[src/rtl/tomasulo_harness_pkg.sv]
// Shared types and default sizing for the Tomasulo run harness.
package tomasulo_harness_pkg;
  localparam int XLEN_DEF       = 32;
  localparam int REG_ADDR_W_DEF = 5;
  localparam int TIMEOUT_DEF    = 100000;

  typedef enum logic [2:0] {
    S_IDLE,
    S_RUN,
    S_DRAIN,
    S_DUMP,
    S_CHECK_LAST,
    S_FINISH
  } harness_state_e;
endpackage

[src/rtl/tomasulo_run_harness_if.sv]
// Harness <-> core control and register-read bus.
interface tomasulo_run_harness_if #(
  parameter int XLEN       = 32,
  parameter int REG_ADDR_W = 5
);
  logic                  core_hold;
  logic                  core_done;
  logic [REG_ADDR_W-1:0] reg_addr;
  logic [XLEN-1:0]       reg_data;

  modport master (output core_hold, reg_addr, input core_done, reg_data);
  modport slave  (input core_hold, reg_addr, output core_done, reg_data);
endinterface

[src/rtl/harness_exp_table.sv]
// Expected register values with per-entry valid bits; reset clears valids only.
module harness_exp_table #(
  parameter int XLEN           = 32,
  parameter int REG_ADDR_W     = 5,
  parameter int NUM_CHECK_REGS = 32
) (
  input  logic                  clk,
  input  logic                  reset,
  input  logic                  we,
  input  logic [REG_ADDR_W-1:0] waddr,
  input  logic [XLEN-1:0]       wdata,
  input  logic [REG_ADDR_W-1:0] raddr,
  output logic [XLEN-1:0]       rdata,
  output logic                  rvalid
);
  logic [XLEN-1:0]           mem [NUM_CHECK_REGS];
  logic [NUM_CHECK_REGS-1:0] vld;
  logic                      wr_ok;

  assign wr_ok = we && (int'(waddr) < NUM_CHECK_REGS);

  always_ff @(posedge clk)
    if (wr_ok) mem[waddr] <= wdata;

  always_ff @(posedge clk or negedge reset)
    if (!reset)     vld <= '0;
    else if (wr_ok) vld[waddr] <= 1'b1;

  assign rdata  = mem[raddr];
  assign rvalid = (int'(raddr) < NUM_CHECK_REGS) && vld[raddr];
endmodule

[src/rtl/tomasulo_run_harness.sv]
// Run controller: gates the core, watches for timeout, drains, dumps and
// checks architectural registers against the expected table.
module tomasulo_run_harness
  import tomasulo_harness_pkg::*;
#(
  parameter int XLEN           = XLEN_DEF,
  parameter int REG_ADDR_W     = REG_ADDR_W_DEF,
  parameter int NUM_CHECK_REGS = 32,
  parameter int CNT_W          = 32,
  parameter int TIMEOUT_CYCLES = TIMEOUT_DEF,
  parameter int DRAIN_CYCLES   = 8
) (
  input  logic                    clk,
  input  logic                    reset,
  input  logic                    start,
  input  logic                    exp_we,
  input  logic [REG_ADDR_W-1:0]   exp_addr,
  input  logic [XLEN-1:0]         exp_data,
  tomasulo_run_harness_if.master  core,
  output logic                    done,
  output logic                    pass,
  output logic                    fail,
  output logic                    timeout,
  output logic [CNT_W-1:0]        cycle_count,
  output logic [REG_ADDR_W:0]     mismatch_count,
  output logic [REG_ADDR_W-1:0]   first_mismatch_addr
);
  localparam logic [REG_ADDR_W-1:0] LAST_IDX   = REG_ADDR_W'(NUM_CHECK_REGS - 1);
  localparam logic [CNT_W-1:0]      TO_LAST    = CNT_W'(TIMEOUT_CYCLES - 1);
  localparam logic [CNT_W-1:0]      DRAIN_LOAD = CNT_W'(DRAIN_CYCLES - 1);

  harness_state_e        state, nxt;
  logic [CNT_W-1:0]      drain_cnt;
  logic [REG_ADDR_W-1:0] idx, cmp_idx;
  logic [XLEN-1:0]       cmp_data, exp_rd;
  logic                  cmp_vld, exp_rv, mis, can_load;
  logic [REG_ADDR_W:0]   mis_total;

  assign can_load  = (state == S_IDLE) || (state == S_FINISH);
  assign mis       = cmp_vld && exp_rv && (exp_rd != cmp_data);
  assign mis_total = mismatch_count + (REG_ADDR_W+1)'(mis);

  harness_exp_table #(
    .XLEN(XLEN), .REG_ADDR_W(REG_ADDR_W), .NUM_CHECK_REGS(NUM_CHECK_REGS)
  ) u_exp (
    .clk(clk), .reset(reset),
    .we(exp_we && can_load), .waddr(exp_addr), .wdata(exp_data),
    .raddr(cmp_idx), .rdata(exp_rd), .rvalid(exp_rv)
  );

  always_ff @(posedge clk or negedge reset)
    if (!reset) state <= S_IDLE;
    else        state <= nxt;

  always_comb begin
    nxt = state;
    case (state)
      S_IDLE, S_FINISH: if (start) nxt = S_RUN;
      // core_done wins over a coincident timeout
      S_RUN:
        if (core.core_done)            nxt = (DRAIN_CYCLES == 0) ? S_DUMP : S_DRAIN;
        else if (cycle_count == TO_LAST) nxt = S_FINISH;
      S_DRAIN:      if (drain_cnt == '0) nxt = S_DUMP;
      S_DUMP:       if (idx == LAST_IDX) nxt = S_CHECK_LAST;
      S_CHECK_LAST: nxt = S_FINISH;
      default:      nxt = S_IDLE;
    endcase
  end

  always_comb begin
    core.core_hold = !((state == S_RUN) || (state == S_DRAIN));
    core.reg_addr  = (state == S_DUMP) ? idx : '0;
  end

  always_ff @(posedge clk or negedge reset)
    if (!reset) begin
      drain_cnt           <= '0;
      idx                 <= '0;
      cmp_idx             <= '0;
      cmp_data            <= '0;
      cmp_vld             <= 1'b0;
      cycle_count         <= '0;
      mismatch_count      <= '0;
      first_mismatch_addr <= '0;
      done                <= 1'b0;
      pass                <= 1'b0;
      fail                <= 1'b0;
      timeout             <= 1'b0;
    end else begin
      // one-stage compare pipe: capture (index, data) now, compare next cycle
      cmp_vld  <= (state == S_DUMP);
      cmp_idx  <= idx;
      cmp_data <= core.reg_data;
      case (state)
        S_IDLE, S_FINISH:
          if (start) begin
            cycle_count         <= '0;
            mismatch_count      <= '0;
            first_mismatch_addr <= '0;
            done                <= 1'b0;
            pass                <= 1'b0;
            fail                <= 1'b0;
            timeout             <= 1'b0;
          end
        S_RUN:
          if (core.core_done) begin
            drain_cnt <= DRAIN_LOAD;
            idx       <= '0;
          end else if (cycle_count == TO_LAST) begin
            timeout <= 1'b1;
            done    <= 1'b1;
            fail    <= 1'b1;
          end else begin
            cycle_count <= cycle_count + 1'b1;
          end
        S_DRAIN:  if (drain_cnt != '0) drain_cnt <= drain_cnt - 1'b1;
        S_DUMP:   idx <= idx + 1'b1;
        default: ;
      endcase
      if (mis) begin
        mismatch_count <= mis_total;
        if (mismatch_count == '0) first_mismatch_addr <= cmp_idx;
      end
      if (state == S_CHECK_LAST) begin
        done <= 1'b1;
        pass <= (mis_total == '0) && !timeout;
        fail <= !((mis_total == '0) && !timeout);
      end
    end
endmodule

[src/flat_wrapper.sv]
// flat-port wrapper written by rule: the top's interface ports become plain ports
module tomasulo_run_harness_flat import tomasulo_harness_pkg::*;
#(
  parameter int XLEN           = XLEN_DEF,
  parameter int REG_ADDR_W     = REG_ADDR_W_DEF,
  parameter int NUM_CHECK_REGS = 32,
  parameter int CNT_W          = 32,
  parameter int TIMEOUT_CYCLES = TIMEOUT_DEF,
  parameter int DRAIN_CYCLES   = 8
)
  (clk, reset, start, exp_we, exp_addr, exp_data, done, pass, fail, timeout, cycle_count, mismatch_count, first_mismatch_addr, core_core_hold, core_reg_addr, core_core_done, core_reg_data);
  tomasulo_run_harness_if #(.XLEN(XLEN), .REG_ADDR_W(REG_ADDR_W)) core_i ();
  input  logic clk;
  input  logic reset;
  input  logic start;
  input  logic exp_we;
  input  logic [REG_ADDR_W-1:0] exp_addr;
  input  logic [XLEN-1:0] exp_data;
  output logic done;
  output logic pass;
  output logic fail;
  output logic timeout;
  output logic [CNT_W-1:0] cycle_count;
  output logic [REG_ADDR_W:0] mismatch_count;
  output logic [REG_ADDR_W-1:0] first_mismatch_addr;
  output wire logic [$bits(core_i.core_hold)-1:0] core_core_hold;
  output wire logic [$bits(core_i.reg_addr)-1:0] core_reg_addr;
  input wire logic [$bits(core_i.core_done)-1:0] core_core_done;
  input wire logic [$bits(core_i.reg_data)-1:0] core_reg_data;
  assign core_core_hold = core_i.core_hold;
  assign core_reg_addr = core_i.reg_addr;
  assign core_i.core_done = core_core_done;
  assign core_i.reg_data = core_reg_data;
  tomasulo_run_harness #(.XLEN(XLEN), .REG_ADDR_W(REG_ADDR_W), .NUM_CHECK_REGS(NUM_CHECK_REGS), .CNT_W(CNT_W), .TIMEOUT_CYCLES(TIMEOUT_CYCLES), .DRAIN_CYCLES(DRAIN_CYCLES)) u_core (.clk(clk), .reset(reset), .start(start), .exp_we(exp_we), .exp_addr(exp_addr), .exp_data(exp_data), .core(core_i), .done(done), .pass(pass), .fail(fail), .timeout(timeout), .cycle_count(cycle_count), .mismatch_count(mismatch_count), .first_mismatch_addr(first_mismatch_addr));
endmodule
[config.mk]
export PLATFORM = sky130hd
export DESIGN_NAME = tomasulo_run_harness_flat
export DESIGN_NICKNAME = d
export VERILOG_FILES = /design/src/rtl/tomasulo_harness_pkg.sv /design/src/rtl/tomasulo_run_harness_if.sv /design/src/rtl/harness_exp_table.sv /design/src/rtl/tomasulo_run_harness.sv /design/src/flat_wrapper.sv
export SDC_FILE = /design/constraint.sdc
export NUM_CORES = 1
export LEC_CHECK = 0
export CAP_MARGIN = 20
export CORE_ASPECT_RATIO = 2
export CORE_UTILIZATION = 50
export DETAILED_ROUTE_END_ITERATION = 12
export PLACE_DENSITY = 0.7
export SYNTH_ARGS = -nofsm -noshare
export SYNTH_HDL_FRONTEND = slang
export SYNTH_SLANG_ARGS = --single-unit
[constraint.sdc]
create_clock -name clk -period 5.15 [get_ports clk]
set_input_delay 1.03 -clock clk [delete_from_list [all_inputs] [get_ports clk]]
set_output_delay 1.03 -clock clk [all_outputs]
set_load 0.02 [all_outputs]
# Word-level counts from Yosys, hierarchy flattened
# Memories as Yosys holds them, arrays and structs flattened.
# Cells that the tools add are included.
# op_classes
addsub,4
order_cmp,3
eq_ne,20
mux,37
bitwise_logic,1
n_reduce_logical,32
# op_table
cell,n
$mux W32,5
$pmux W32 S2,2
$add A32 B1 Y32 const B,1
$eq A32 B17 Y1 const B,1
$logic_not A32 Y1,1
$ne A32 B32 Y1,1
$or A32 B32 Y32,1
$reduce_bool A32 Y1,1
$sub A32 B1 Y32 const B,1
$mux W5,6
$mux W6,3
$reduce_and A4 Y1,4
$mux W3,5
$pmux W3 S5,1
$reduce_bool A2 Y1,7
$logic_not A6 Y1,2
$lt A5 B6 Y1 const B,2
$mux W1,11
$ne A2 B2 Y1 const B,5
$pmux W5 S2,1
$ne A3 B2 Y1 const B,3
$add A6 B1 Y6,1
$eq A3 B2 Y1 const B,2
$eq A3 B3 Y1 const B,2
17 further kinds,28
# word_totals
regBits,157
ramBits,1024
input_bits,74
output_inout_bits,53
elab_cells,112
mem_count,1
# memory_table
name,words,word_bits,rd,rd_clocked_by_memory_dff,write_ports,line,text
u_core.u_exp.mem,32,32,1,0,1,harness_exp_table.sv:16,logic [XLEN-1:0] mem [NUM_CHECK_REGS];

# Longest topological paths before layout
# depth
ltp_word,9
mapped_depth,23
mapped_depth_nobuf,18

# Hierarchy
# From an unflattened synthesis, not the netlist that was laid out.
# unflattened
cells_unflattened,2931
hier_area_um2,47420.5
# by_module_without_submodules
module,n_inst,cells_per_inst,area_per_inst_um2,seq_area_each_um2
harness_exp_table,1,2331,41192.0,31550.3
tomasulo_run_harness,1,600,6228.5,3128.0

# Worst setup path after synthesis
# No wires, ideal clock.
# synth_path
path_kind,register to register
from,register u_core.cmp_idx[1]
to,register u_core.fail
setup_time_ns,0.132
arrival_time_ns,3.977
t_required_ns,5.018
path_slack_ns,1.041
path_stages_with_launch,21
path_buffers,5
period_less_slack_ns,4.109
cell_sequence,dfrtp_1 buf_6 buf_6 buf_6 buf_4 buf_2 mux4_2 a22oi_1 nand3_1 xnor2_1 nand2_1 a2111oi_2 nand3_1 o31ai_4 inv_1 ha_1 ha_1 nor3b_1 nand4_1 o22ai_1 a22oi_1
# synth_between
elab_chain_cells,9
elab_cells_between_ends,11
cone_classes,add/sub: 1; eq/ne: 1; mux: 3; reduce/logical: 5; memory: 1
# synth_rtl
element,line,text
"start, declared",tomasulo_run_harness.sv:34,"logic [REG_ADDR_W-1:0] idx, cmp_idx;"
"start signal, assigned",tomasulo_run_harness.sv:92,cmp_idx <= idx;
branches (longest 3 deep; another with $mem_v2 Z32 W32),n/a,
$logic_and A1 B1 Y1 *,tomasulo_run_harness.sv:40,assign mis = cmp_vld && exp_rv && (exp_rd != cmp_data);
$add A6 B1 Y6 *,tomasulo_run_harness.sv:41,assign mis_total = mismatch_count + (REG_ADDR_W+1)'(mis);
$logic_not A6 Y1 *,tomasulo_run_harness.sv:127,fail <= !((mis_total == '0) && !timeout);
$logic_and A1 B1 Y1 *,tomasulo_run_harness.sv:127,
$logic_not A1 Y1 *,tomasulo_run_harness.sv:127,
$mux W1 *,tomasulo_run_harness.sv:124,if (state == S_CHECK_LAST) begin
"end signal, assigned",tomasulo_run_harness.sv:127,
"end, declared",tomasulo_run_harness.sv:22,"output logic fail,"
# Every way passes the cells marked *. The select of a mux whose other input is x is not followed.
# A chain may end at the register's enable or synchronous reset.

# Worst setup path in the final report
# Ends and elaborated chain as after synthesis.

==> metrics.md <==
| Metric | Value |
|---|---|
| Int Power | `17.3 mW` |
| Gp weighted congestion | `0.883` |
| Setup Viol. Count Final | `0` |
| GRT overflow | `0` |
| Vias in the first global route | `25900` |
| Syn Std Cell Area | `46500 µm²` |
| H-tree depth | `3` |
| Sequential-to-total area share from yosys stat | `0.745` |
| Min-Delay Path Class | `in2async` |
| RSZ-0062 raised after global routing | `false` |
| Slew Limit Fails | `0` |
| Worst Skew | `0.0328 ns` |
| Die height | `433 µm` |
| Setup crit end kind | `flip-flop` |
| Flop pwr share | `0.465` |
| Port buffer count | `126` |
| Initial antenna violation count | `4` |
| Final wirelength | `128000 µm` |
| Antenna-violating nets left | `0` |
| Starting Density | `0.506` |
| Leakage | `17.9 nW` |
| Commonest non-fill, non-tap cell in the layout | `edfxtp_1` |
| Ys Warns | `0` |
| Via count | `25200` |
| Inserted Clock Buffers | `96` |
| Setup TNS Final | `0 ns` |
| Worst slew pin tran | `1.10 ns` |
| Ys async rst share | `0.133` |
| Fin crit period | `5.03 ns` |
| Full die area | `94400 µm²` |
| CP Data Arrival Time | `5.63 ns` |
| Share of layout cells above drive strength 1 | `0.212` |
| Max IR drop VDD | `285 µV` |
| Core Util, Final | `0.584` |
| Required time of the critical path | `5.75 ns` |
| Residual DRC | `0` |
| Layout Nets | `2796` |
| Status | `finished, final reports clean` |
| Clk_lat worst skew | `0.72 ns` |
| First-pass GRT wire length | `182000 µm` |
| Largest net degree at the start of global routing | `94` |
| Hold-fix buffers at CTS | `0` |
| Die width | `218 µm` |
| Core ar. | `91900 µm²` |
| Clock power share | `0.339` |
| FP Rows | `157` |
| Pwr per Cell Area | `437 nW/µm²` |
| Post-CTS setup repair buffer count | `0` |
| Switching power | `6.18 mW` |
| CP startpoint kind | `flip-flop` |
| Crit path kind | `reg2reg` |
| Area Growth Syn to Fin | `15.4%` |
| Clock sinks | `1181` |
| Cell variety after synth | `67` |
| Fin. Hold Viols | `0` |
| CTS max path bufs | `3` |
| Final Cycle Share | `0.977` |
| Yosys top cell area share | `0.661` |
| Syn_area_per_cell | `18.9 µm²` |
| Sw Share | `0.263` |
| Syn_nets | `2541` |
| CP Max Fanout | `13` |
| Clock transition at the registers of the reported paths | `0.07 ns` |
| Top cell type by total area after synthesis | `edfxtp_1` |
| Post-DP HPWL | `75400 µm` |
| Flops & latches, synth | `1181` |
| Vias per std cell | `6.31` |
| First-pass DRT Iterations | `5` |
| 1st-iter DRT viols | `3313` |
| Number of synthesized flops with an enable pin | `1024` |
| Slew margin rel. | `0.263` |
| FMAX | `199 MHz` |
| CTS tree | `yes` |
| Clk root buf | `clkbuf_16` |
| Gr usage total | `0.277` |
| Ports | `127` |
| Largest cells by area after synthesis | `edfxtp_1, mux4_2, dfrtp_1` |
| Max-cap violations | `0` |
| Combinational Power Share | `0.196` |
| Wire per inst | `32.1 µm` |
| Commonest non-fill, non-tap cells in the layout | `edfxtp_1, mux4_2, mux2i_1` |
| Syn Inst Count | `2460` |
| Most used DFF post-synth | `edfxtp_1` |
[worst max-delay path, cell delays in order, from the launching register on]
cell       delay (ns)
dfrtp_4          0.62
buf_4            0.24
mux4_2           0.51
mux2i_1          0.16
a22o_1           0.18
a221oi_1         0.09
xnor2_1          0.58
o2111ai_1        0.26
or4_4            0.61
o31ai_4          0.32
inv_1            0.10
ha_1             0.23
ha_1             0.31
nor3b_1          0.24
nand4_1          0.15
o22ai_1          0.19
a22oi_1          0.10
[metrics by stage]
step | std cells | area [µm²] | hold WS (ns) | power [mW] | worst slack (ns)
floorplan | 2460 | 46500 | 0.391 | 14.2 | 1.04
global placement | 3806 | 50200 | 0.424 | 15.6 | 0.0729
detailed placement | 3806 | 50200 | 0.433 | 15.7 | 0.0361
CTS | 3986 | 53700 | 0.350 | 23.6 | 0.0483
global route | 3990 | 53700 | 0.380 | 24.2 | 0.00803
finish | 3990 | 53700 | 0.335 | 23.5 | 0.120
[power by group through the flow]
stage	clock (mW)	sequential, mW	combinational, mW
after detailed placement	0	11.1	4.60
after global placement	0	11.1	4.52
after CTS	8.02	10.9	4.63
final	7.97	10.9	4.61
after global routing	8.36	10.9	4.86
after floorplan	0	11.0	3.19
[registers in the layout (all words and copies together), names as in the netlist]
signal / cells
u_core.pass: 1
u_core.idx: 5
u_core.u_exp.vld: 32
u_core.mismatch_count: 6
u_core.first_mismatch_addr: 5
u_core.cycle_count: 32
u_core.cmp_idx: 5
u_core.state: 3
u_core.drain_cnt: 32
u_core.cmp_vld: 1
u_core.fail: 1
u_core.u_exp.mem: 1024
u_core.done: 1
u_core.timeout: 1
u_core.cmp_data: 32
[worst paths after layout]
check	slack (ns)	start	cells after the start	endpoint
worst max-delay path	0.12	u_core.cmp_idx[1]$_DFF_PN0_	16	u_core.fail$_DFFE_PN0P_
worst min-delay path	0.34	reset	1	u_core.drain_cnt[13]$_DFFE_PN0P_
worst max register to register	0.12	u_core.cmp_idx[1]$_DFF_PN0_	16	u_core.fail$_DFFE_PN0P_
worst min register to register	0.45	u_core.idx[4]$_DFFE_PN0P_	0	u_core.cmp_idx[4]$_DFF_PN0_
max in group asynchronous	3.81	reset	2	u_core.cmp_idx[0]$_DFF_PN0_
min in group clk	0.45	u_core.idx[4]$_DFFE_PN0P_	0	u_core.cmp_idx[4]$_DFF_PN0_
[cell usage after synthesis (6+ instances only)]
cell type / number
a211oi_1: 6
a21oi_1: 28
a221oi_1: 10
a22o_1: 14
a22oi_1: 57
and2_1: 10
and3_1: 19
buf_1: 6
buf_2: 36
buf_4: 24
buf_6: 15
clkbuf_1: 29
dfrtp_1: 157
edfxtp_1: 1024
ha_1: 7
inv_1: 16
mux2i_1: 198
mux4_2: 203
nand2_1: 91
nand2b_1: 14
nand3_1: 44
nand4_1: 16
nor2_1: 130
nor2b_1: 22
nor3_1: 19
nor4_1: 16
o21ai_0: 27
o22ai_1: 21
or2_2: 37
or3_1: 11
or4_1: 6
xnor2_1: 41
xor2_1: 43
[cell families after synthesis]
group                      synth area share
DFF                                   0.745
and+or+nand+nor                      0.0478
muxes                                 0.142
AOI/OAI and AO/OA                    0.0310
buffers and inverters                0.0161
xor gates and xnor gates             0.0158
adders and majority gates           0.00188
[metal layers]
layer | part of all wire | GRT usage
met1 | 0.35 | 0.325
met2 | 0.52 | 0.483
met3 | 0.075 | 0.0468
met4 | 0.057 | 0.152
met5 | 0.00023 | 0
[timing repair]
action | CTS | global route
setup endpoints to repair | 2 | 2
gates resized for setup | 1 | 2
endpoints found under the hold margin | 0 | 0
cloned | 0 | 0
[final cells by class]
| cell class | instances | area [µm²] |
|---|---|---|
| fillers | 6682 | 38200 |
| flip-flops and latches | 1181 | 34700 |
| multi-input cells | 1150 | 11400 |
| repair buffers | 268 | 2700 |
| clock buffers | 109 | 2510 |
| well taps | 1192 | 1490 |
| clock inverters | 71 | 893 |
| inverters | 18 | 70.1 |
| diodes | 1 | 2.50 |
(Power assumes the default switching activity.)
